`config.mk`:
```
export PLATFORM = sky130hd
export DESIGN_NAME = control_unit
export DESIGN_NICKNAME = d
export VERILOG_FILES = /design/src/rtl/control_unit.sv
export SDC_FILE = /design/constraint.sdc
export NUM_CORES = 1
export LEC_CHECK = 0
export ABC_AREA = 0
export ABC_CLOCK_PERIOD_IN_PS = 2600
export BUFFER_PORTS_ARGS = -buffer_cell sky130_fd_sc_hd__buf_2
export CORE_AREA = 2 2 52 54
export CTS_CLUSTER_SIZE = 30
export DETAILED_ROUTE_END_ITERATION = 10
export DIE_AREA = 0 0 54 56
export PLACE_DENSITY = 0.76
export SLEW_MARGIN = 10
export SYNTH_ARGS = -nofsm -noshare
export SYNTH_HDL_FRONTEND = slang
export SYNTH_SLANG_ARGS = --single-unit
```
`constraint.sdc`:
```
create_clock -name clk -period 2.6 [get_ports clk]
set_input_delay 0.52 -clock clk [delete_from_list [all_inputs] [get_ports clk]]
set_output_delay 0.52 -clock clk [all_outputs]
set_load 0.005 [all_outputs]
```
`src/rtl/control_unit.sv`:
```
// -----------------------------------------------------------------------------
// control_unit
//
// Hardwired control sequencer for a small RISC datapath. Each instruction is
// executed as a sequence of one-cycle steps T0..T6: T0-T2 fetch the
// instruction into IR, and T3 onward run the opcode-specific micro-operations.
// The block has three phases: RESET (strobes idle, leaves after one edge),
// EXEC (fetch/execute loop) and HALT (idle until clr).
//
// Ports
//   clk                 sole clock, rising edge
//   clr                 asynchronous active-high reset
//   ir[31:0]            instruction register; opcode = ir[31:27]
//   con_ff              branch condition flag, valid from T4 of a branch
//   stop                external halt request, sampled at instruction end
//   run                 high while in EXEC
//   *_out               bus-drive strobes to the datapath
//   *_enable, r_in      register-load strobes to the datapath
//   pc_increment, read  PC+1 select into Z, memory read
//   gra, grb, grc       register-file field selects (ra / rb / rc)
//   zhi_out, hi_enable, lo_enable, inport_enable, inport_out,
//   outport_enable, ram_write   unused by this instruction subset, held 0
//
// All outputs are decoded combinationally from the registered phase/step,
// the opcode and con_ff.
// -----------------------------------------------------------------------------
module control_unit (
  input  logic        clk,
  input  logic        clr,
  input  logic [31:0] ir,
  input  logic        con_ff,
  input  logic        stop,
  output logic        run,
  output logic        pc_out,
  output logic        zlo_out,
  output logic        hi_out,
  output logic        lo_out,
  output logic        mdr_out,
  output logic        ba_out,
  output logic        r_out,
  output logic        c_sign_extended_out,
  output logic        pc_enable,
  output logic        mar_enable,
  output logic        mdr_enable,
  output logic        ir_enable,
  output logic        y_enable,
  output logic        z_enable,
  output logic        r_in,
  output logic        con_enable,
  output logic        pc_increment,
  output logic        read,
  output logic        gra,
  output logic        grb,
  output logic        grc,
  output logic        zhi_out,
  output logic        hi_enable,
  output logic        lo_enable,
  output logic        inport_enable,
  output logic        inport_out,
  output logic        outport_enable,
  output logic        ram_write
);

  typedef enum logic [1:0] {
    PH_RESET = 2'd0,
    PH_EXEC  = 2'd1,
    PH_HALT  = 2'd2
  } phase_t;

  localparam logic [2:0] T0 = 3'd0;
  localparam logic [2:0] T1 = 3'd1;
  localparam logic [2:0] T2 = 3'd2;
  localparam logic [2:0] T3 = 3'd3;
  localparam logic [2:0] T4 = 3'd4;
  localparam logic [2:0] T5 = 3'd5;
  localparam logic [2:0] T6 = 3'd6;

  localparam logic [4:0] OP_LDI  = 5'b00001;
  localparam logic [4:0] OP_ADD  = 5'b00011;
  localparam logic [4:0] OP_SUB  = 5'b00100;
  localparam logic [4:0] OP_ADDI = 5'b01100;
  localparam logic [4:0] OP_BR   = 5'b10010;
  localparam logic [4:0] OP_MFHI = 5'b10111;
  localparam logic [4:0] OP_MFLO = 5'b11000;
  localparam logic [4:0] OP_NOP  = 5'b11001;
  localparam logic [4:0] OP_HALT = 5'b11010;

  phase_t     phase_q, phase_d;
  logic [2:0] step_q, step_d;
  logic [4:0] opcode;
  logic [2:0] last_step;
  logic       is_halt;

  assign opcode  = ir[31:27];
  assign is_halt = (opcode == OP_HALT);

  // Final step of each instruction class; unknown opcodes behave as nop.
  always_comb begin
    last_step = T3;
    case (opcode)
      OP_LDI, OP_ADDI, OP_ADD, OP_SUB: last_step = T5;
      OP_BR:                           last_step = T6;
      default:                         last_step = T3;
    endcase
  end

  always_comb begin
    phase_d = phase_q;
    step_d  = step_q;
    case (phase_q)
      PH_RESET: begin
        phase_d = PH_EXEC;
        step_d  = T0;
      end
      PH_EXEC: begin
        if (step_q > T6) begin
          // Unreachable encoding: recover to the start of a fetch.
          step_d = T0;
        end else if (step_q >= T3 && step_q == last_step) begin
          // stop is only honoured here so an instruction is never cut short.
          step_d = T0;
          if (is_halt || stop) phase_d = PH_HALT;
        end else begin
          step_d = step_q + 3'd1;
        end
      end
      PH_HALT: begin
        phase_d = PH_HALT;
        step_d  = T0;
      end
      default: begin
        phase_d = PH_RESET;
        step_d  = T0;
      end
    endcase
  end

  always_ff @(posedge clk or posedge clr) begin
    if (clr) begin
      phase_q <= PH_RESET;
      step_q  <= T0;
    end else begin
      phase_q <= phase_d;
      step_q  <= step_d;
    end
  end

  // Strobe decode. Everything idles outside EXEC.
  always_comb begin
    run                 = 1'b0;
    pc_out              = 1'b0;
    zlo_out             = 1'b0;
    hi_out              = 1'b0;
    lo_out              = 1'b0;
    mdr_out             = 1'b0;
    ba_out              = 1'b0;
    r_out               = 1'b0;
    c_sign_extended_out = 1'b0;
    pc_enable           = 1'b0;
    mar_enable          = 1'b0;
    mdr_enable          = 1'b0;
    ir_enable           = 1'b0;
    y_enable            = 1'b0;
    z_enable            = 1'b0;
    r_in                = 1'b0;
    con_enable          = 1'b0;
    pc_increment        = 1'b0;
    read                = 1'b0;
    gra                 = 1'b0;
    grb                 = 1'b0;
    grc                 = 1'b0;
    if (phase_q == PH_EXEC) begin
      run = 1'b1;
      case (step_q)
        T0: begin
          pc_out       = 1'b1;
          mar_enable   = 1'b1;
          pc_increment = 1'b1;
          z_enable     = 1'b1;
        end
        T1: begin
          zlo_out    = 1'b1;
          pc_enable  = 1'b1;
          read       = 1'b1;
          mdr_enable = 1'b1;
        end
        T2: begin
          mdr_out   = 1'b1;
          ir_enable = 1'b1;
        end
        T3: begin
          case (opcode)
            OP_LDI: begin
              grb      = 1'b1;
              ba_out   = 1'b1;
              y_enable = 1'b1;
            end
            OP_ADDI, OP_ADD, OP_SUB: begin
              grb      = 1'b1;
              r_out    = 1'b1;
              y_enable = 1'b1;
            end
            OP_MFHI: begin
              hi_out = 1'b1;
              gra    = 1'b1;
              r_in   = 1'b1;
            end
            OP_MFLO: begin
              lo_out = 1'b1;
              gra    = 1'b1;
              r_in   = 1'b1;
            end
            OP_BR: begin
              gra        = 1'b1;
              r_out      = 1'b1;
              con_enable = 1'b1;
            end
            default: ;
          endcase
        end
        T4: begin
          case (opcode)
            OP_LDI, OP_ADDI: begin
              c_sign_extended_out = 1'b1;
              z_enable            = 1'b1;
            end
            OP_ADD, OP_SUB: begin
              grc      = 1'b1;
              r_out    = 1'b1;
              z_enable = 1'b1;
            end
            OP_BR: begin
              pc_out   = 1'b1;
              y_enable = 1'b1;
            end
            default: ;
          endcase
        end
        T5: begin
          case (opcode)
            OP_LDI, OP_ADDI, OP_ADD, OP_SUB: begin
              zlo_out = 1'b1;
              gra     = 1'b1;
              r_in    = 1'b1;
            end
            OP_BR: begin
              c_sign_extended_out = 1'b1;
              z_enable            = 1'b1;
            end
            default: ;
          endcase
        end
        T6: begin
          if (opcode == OP_BR) begin
            zlo_out   = 1'b1;
            pc_enable = con_ff;
          end
        end
        default: ;
      endcase
    end
  end

  assign zhi_out        = 1'b0;
  assign hi_enable      = 1'b0;
  assign lo_enable      = 1'b0;
  assign inport_enable  = 1'b0;
  assign inport_out     = 1'b0;
  assign outport_enable = 1'b0;
  assign ram_write      = 1'b0;

endmodule

```
After elaboration in Yosys (flattened, before gate mapping)
Index checks and enable logic that the tools add are counted.
- flip-flop bits (word level): 5
- latch bits: 0
- RAM bits: 0
- bits in read-only memories: 0
- bits of input ports: 36
- output and inout port bits: 29
- logic and storage cells: 92
- memories kept: 0
- add/subtract/negate cells: 1
- $mul: 0
- divide/modulo/power cells: 0
- $lt $le $gt $ge: 2
- equal/unequal tests: 20
- shifts and indexed selects: 0
- mux-type cells: 56
- bitwise logic cells: 0
- reductions and logical operators: 11
- operators with widths (cell ; count):
    two-way mux 1 bit ; 39
    == test 5 bit, second input constant ; 4
    case mux 1 bit (2 select lines) ; 7
    == test 3 bit, second input constant ; 3
    two-way mux 3 bit ; 3
    OR reduction 4 bit ; 2
    == test 3 x 2 -> 1 bit, second input constant ; 2
    two-way mux 2 bit ; 3
    inequality test 2 bit, second input constant ; 3
    case mux 1 bit (3 select lines) ; 2
    case mux 2 bit (3 select lines) ; 1
    case mux 3 bit (2 select lines) ; 1
    OR reduction 2 bit ; 3
    == test 5 x 1 -> 1 bit, second input constant ; 1
    == test 5 x 2 -> 1 bit, second input constant ; 1
    == test 5 x 3 -> 1 bit, second input constant ; 1
    == test 5 x 4 -> 1 bit, second input constant ; 1
    adder 3 x 1 -> 3 bit, second input constant ; 1
    == test 3 x 1 -> 1 bit, second input constant ; 1
    == test 3 bit ; 1
    >= comparator 3 x 2 -> 1 bit, second input constant ; 1
    greater-than comparator 3 bit, second input constant ; 1
    logical NOT 3 bit ; 1
    AND reduction 3 bit ; 1
    other kinds (6) ; 6

Longest topological paths before layout
Gate-level depths: netlist (run 1).
- depth after elaboration: 8
- mapped depth: 7
- mapped depth without buffers: 6

Worst setup path after synthesis (run 1)
Ideal clock, no wire load.
- path kind: in2out
- start: in ir[28]
- end: out z_enable
- arrival time: 1.662 ns
- data required time: 2.080 ns
- path slack: 0.418 ns
- cell stages on the path: 5
- buffers on the path: 1
- cell sequence: buf_6 -> or3b_4 -> a2111oi_4 -> a22o_1 -> a21o_1
- cells in the longest elaborated chain, start to end: 5
- elaborated cells on any way between the ends: 10
- those cells by class: eq/ne: 5; mux: 4; reduce/logical: 1
- ends and longest elaborated chain (item ; RTL line ; RTL):
    from (decl) ; 30 ; input logic [31:0] ir,
    == test 5 x 1 -> 1 bit, or another cell as far along ; 222 ; case (opcode)
    OR reduction 4 bit (no source line) ; n/a ;
    two-way mux 1 bit ; 222 ;
    case mux 1 bit (3 select lines) (*) ; 174 ; case (step_q)
    two-way mux 1 bit (*) ; 172 ; if (phase_q == PH_EXEC) begin
    to (decl) ; 47 ; output logic z_enable,
Mark *: on every way between the ends. The rest lies on a longest branch, timed or not.

Worst setup path in the final report (run 1)
- start: reg step_q[1]
- end: out gra
- cells in the longest elaborated chain, start to end: 3
- elaborated cells on any way between the ends: 4
- those cells by class: eq/ne: 2; mux: 2
- ends and longest elaborated chain (item ; RTL line ; RTL):
    from (decl) ; 89 ; logic [2:0] step_q, step_d;
    from (signal assigned) ; 144 ; step_q <= step_d;
    == test 3 bit / == test 3 x 2 -> 1 bit (equally long branches) ; 174 ;
    case mux 1 bit (2 select lines) (*) ; 174 ;
    two-way mux 1 bit (*) ; 172 ;
    to (decl) ; 52 ; output logic gra,
Marks and branches as above.

==> metrics.cfg, run 1 <==
[critical_path]
worstPathMaxFanout = 7
cp-start-kind = flop
cpLargestDelayFamily = compound AO/OA/AOI/OAI gates
worstPathCellList = ha_1, ha_1, o211ai_1, a21oi_1, o21a_2, a21o_1, buf_2
rrSetupSlack_ns = 1.12
rr_startpoint = phase_q[1]
cp_slowest_cell = dfrtp_1
crit_required_ns = 2.08
cp.buffers_inverters = 1
rr_endpoint = phase_q[1]
crit_type = flop to primary output
reg2reg_depth = 6
cp_slowest_stage_delay_ns = 0.46
crit_top_cell = ha_1
cp-end-kind = primary output
worstPathArrival_ns = 1.95

[timing]
skew_ns = 0.000976
hold_viol_final = 0
drv_slew = 0
setup_viol = 0
setup_tns_ns = 0
max_freq_ghz = 0.404
min_period_ns = 2.47
rsz0062_at_grt = false
period_share_pct = 95.1

[cells_and_area]
final_layout_size_suffix_gt1_share_pct = 32.9
multiInputGateArea_sq_um = 676
antenna_cells = 0
final_cell_mix = buf_2, nor2_1, inv_1
seq_area_sq_um = 126
syn_to_final_growth_pct = 13.1
final_common_cell = buf_2
fin_util_pct = 44.1
fillCellCount = 261
nNetsFinal = 190

[synth]
async_flop_share_pct = 100
netlist_area_sq_um = 948
seq_area_frac_synth_pct = 13.2
synth_area_per_cell_sq_um = 7.90
synth_enable_flop_cells = 0
ys_ff_latch = 5
yosys_warnings = 0
yosys.cell_types.count = 44
synthCells = 120
synth_ff_type = dfrtp_1

[detailed_routing]
final_antenna_net_count = 0
vias = 950
finalWirelength_mm = 2.16
drtPass1Iterations = 4
viasPerCell = 5.40
drc = 0
wl_per_cell_um = 12.3
drtIter0Drc = 29

[clock_tree]
ctsResizeCount = 0
clock_path_buffers = 2
ctsHoldBuffers = 0
clk_latency_ns = 0.24
htree_levels = 1
clkTransAtPathRegs_ns = 0.04
cts_setup_buffers = 0
cts_tree = done
numCtsBuffers = 3
cts_sinks = 5
root_buffer = clkbuf_4

[floorplanning]
ios = 65
rows = 18
core_area_sq_um = 2430
die_h_um = 56
die_area_sq_um = 3020
die_w_um = 54
floorplan.initialDensity_pct = 39.0

[run]
cap_violations = 0

[power_and_ir_drop]
p_per_area_nw_per_um2 = 570
max-vdd-ir-drop_mv = 0.354
p_leak_uw = 0.000542

[global_routing]
grt_pass1_vias = 832
grt.total_usage_pct = 15.1
gr-total-overflow = 0
grt_pass1_wl_mm = 3.56
grt_max_degree = 15
antenna_found_initial = 0

[placement]
gp_congestion = 0.817
port_buffers = 30
post-dp-hpwl_mm = 1.71

[worst_hold_path]
hp-class = input port to async pin

[run_status]
status = finished clean

final cells by class:
cell class / instances / share of cell area [%]
multi-input combinational: 95 / 63.0
sequential: 5 / 11.8
timing repair buffer: 33 / 16.1
clock buffer: 4 / 2.45
tap: 30 / 3.50
inverter: 9 / 3.15
routing by layer:
layer / up-vias / global-route usage, % / routed length [um]
met2: 45 / 24.6 / 1060
li1: 473 / - / -
met1: 432 / 20.4 / 937
met4: 0 / 4.29 / 0
met5: - / 0 / 0
met3: 0 / 1.61 / 164
report_power, final:
| group | switching, uW | internal, uW |
|---|---|---|
| sequential | 34.4 | 106 |
| clock | 28.9 | 57.8 |
| combinational | 209 | 175 |
| total | 272 | 339 |
synthesized netlist by cell type, types with 2 or more instances:
| cell | count | share of area (%) |
|---|---|---|
| a32oi_1 | 3 | 2.8 |
| nor2b_1 | 7 | 4.6 |
| o211ai_1 | 3 | 2.4 |
| a31oi_1 | 4 | 2.6 |
| nand4_1 | 5 | 3.3 |
| nor2_1 | 10 | 4.0 |
| nand3_1 | 5 | 2.6 |
| nor4_1 | 2 | 1.3 |
| ha_1 | 7 | 9.2 |
| or3b_4 | 2 | 2.4 |
| buf_6 | 3 | 3.6 |
| and2_1 | 4 | 2.6 |
| buf_4 | 10 | 7.9 |
| dfrtp_1 | 5 | 13 |
| a21oi_1 | 2 | 1.1 |
| and3_1 | 2 | 1.3 |
| a21o_1 | 5 | 4.0 |
| nand2_1 | 7 | 2.8 |
| inv_1 | 9 | 3.6 |
stage by stage:
step | cells | hold WS, ns | instance area (sq um) | setup slack, ns | power (uW)
global placement | 172 | 0.415 | 1040 | 0.206 | 505
finish | 176 | 0.168 | 1070 | 0.127 | 611
global route | 176 | 0.174 | 1070 | 0.0302 | 679
detailed placement | 172 | 0.422 | 1040 | 0.186 | 519
CTS | 176 | 0.163 | 1070 | 0.0935 | 613
floorplan | 126 | 0.299 | 971 | 0.418 | 429
cells by family after synthesis:
| group | count (synthesis) | synth area share [%] |
|---|---|---|
| buffers and inverters | 26 | 17.9 |
| XOR/XNOR | 1 | 0.924 |
| other | 1 | 0.395 |
| adder cells (fa/ha/maj) | 7 | 9.23 |
| AO/OA/AOI/OAI | 28 | 25.7 |
| flip-flops | 5 | 13.2 |
| AND/OR/NAND/NOR | 52 | 32.6 |
state kept, by name, summed over array words and instances (netlist names):
name	cells
step_q	3
phase_q	2
worst max-delay path by stage:
stage	from	end	slack (ns)	cells after the start
6_report	step_q[1]	gra	0.13	7
5_1_grt	step_q[1]	gra	0.03	7
2_1_floorplan	ir[28]	z_enable	0.42	5
4_1_cts	step_q[1]	z_enable	0.09	7
3_5_place_dp	ir[28]	z_enable	0.19	7
3_3_place_gp	ir[28]	z_enable	0.21	7
Note: power is estimated with default switching activity, not from simulation.
==> inputs of run 2 (changes only) <==
- CORE_AREA: 2 2 52 54 -> 2 2 54 51
- DIE_AREA: 0 0 54 56 -> 0 0 56 53
- PLACE_DENSITY: 0.76 -> 0.77
- RECOVER_POWER: unset -> 50
==> metrics.cfg, run 2 (synthesis results as in run 1) <==
[cells_and_area]
max_flop_register = step_q
final_layout_size_suffix_gt1_share_pct = 31.5
largest_reg_flops = 3
final_common_cell = buf_2
final_cell_mix = buf_2, nor2_1, inv_1
syn_to_final_growth_pct = 10.8
multiInputGateArea_sq_um = 659
antenna_cells = 0
reg.largest.list = step_q (3), phase_q (2)
fin_util_pct = 44.1
fillCellCount = 250
nNetsFinal = 190
seq_area_sq_um = 128

[detailed_routing]
finalWirelength_mm = 2.37
m1WireLength_mm = 1.02
vias = 987
top_layer_used = met4
drtIter0Drc = 20
drc = 0
wl_per_cell_um = 13.6
drtPass1Iterations = 4
final_antenna_net_count = 0
wl_met3_um = 100
viasPerCell = 5.67
wl_met2_mm = 1.22

[critical_path]
crit_type = flop to primary output
worstPathCellList = inv_2, ha_2, nand2_1, a2111oi_4, a22o_1, a21o_1, buf_2
worstPathMaxFanout = 8
cp-end-kind = primary output
rrSetupSlack_ns = 0.98
crit_required_ns = 2.08
worstPathArrival_ns = 1.95
cp_slowest_stage_delay_ns = 0.46
cpLargestDelayFamily = compound AO/OA/AOI/OAI gates
cp-start-kind = flop
cp.buffers_inverters = 2
cp_slowest_cell = dfrtp_2

[worst_hold_path]
hp-class = input port to async pin

[power_and_ir_drop]
p_per_area_nw_per_um2 = 572
seqPwrFrac_pct = 24.1
p_leak_uw = 0.000532
switching_share_pct = 45.2
clkPwrFrac_pct = 14.3
p_switching_uw = 272
max-vdd-ir-drop_mv = 0.445
intPower_uw = 329
p_comb_share_pct = 61.5

[global_routing]
grt_pass1_vias = 923
antenna_found_initial = 0
gr-total-overflow = 0
grt.total_usage_pct = 16.4
grt_pass1_wl_mm = 3.92
grt_max_degree = 15

[clock_tree]
cts_sinks = 5
clock_path_buffers = 2
cts_tree = done
numCtsBuffers = 3
root_buffer = clkbuf_4
clk_latency_ns = 0.24
htree_levels = 1
cts_setup_buffers = 0
clkTransAtPathRegs_ns = 0.04

[run_status]
status = finished clean

[timing]
min_period_ns = 2.47
setup_tns_ns = 0
skew_ns = 0.00171
hold_viol_final = 0
drv_slew = 0
period_share_pct = 95.0
setup_viol = 0
max_freq_ghz = 0.405

[placement]
port_buffers = 30
post-dp-hpwl_mm = 1.86
gp_congestion = 0.893

[floorplanning]
rows = 17
die_h_um = 53
core_area_sq_um = 2380
ios = 65
die_area_sq_um = 2970
floorplan.initialDensity_pct = 39.8
die_w_um = 56

[run]
cap_violations = 0

-- run 2: timing repair --
item,in CTS,in global routing
gates resized for setup,1,3
hold buffers,0,0
setup endpoints to repair,1,2
-- run 2: power by group through the flow --
stage / Sequential (uW) / Clock (uW) / Combinational, uW
6_report: 145 / 86.0 / 370
5_1_grt: 149 / 98.6 / 416
4_1_cts: 140 / 91.6 / 381
3_5_place_dp: 142 / 0 / 376
3_3_place_gp: 138 / 0 / 364
2_1_floorplan: 131 / 0 / 298
-- run 2: final cells by class --
type	instances	share of cell area, %
multi-input combinational	95	62.7
timing repair buffer	33	16.1
sequential	5	12.1
tap	28	3.33
inverter	9	3.21
clock buffer	4	2.50
-- run 2: metal layers --
layer | track usage [%] | vias up
met1 | 18.5 | 481
met3 | 2.93 | 4
met5 | 0 | -
met4 | 4.76 | 0
met2 | 31.6 | 31
li1 | - | 471
-- run 2: final timing paths --
check	startpoint	depth (start not counted)	to
hold / removal	clr	2	phase_q[1]
max in group asynchronous	clr	2	step_q[1]
setup reg to reg	phase_q[1]	6	phase_q[1]
setup / recovery	step_q[0]	7	z_enable
hold reg to reg	phase_q[1]	2	phase_q[1]
min in group clk	phase_q[1]	2	phase_q[1]
-- run 2: stage by stage --
stage	hold WS (ns)	std cells	setup slack, ns	instance area, sq um	power [uW]
4_1_cts	0.166	174	0.0441	1070	613
3_5_place_dp	0.421	170	0.184	1040	518
2_1_floorplan	0.299	126	0.418	971	429
5_1_grt	0.173	174	-0.00630	1050	664
3_3_place_gp	0.417	170	0.197	1040	502
6_report	0.170	174	0.129	1050	601
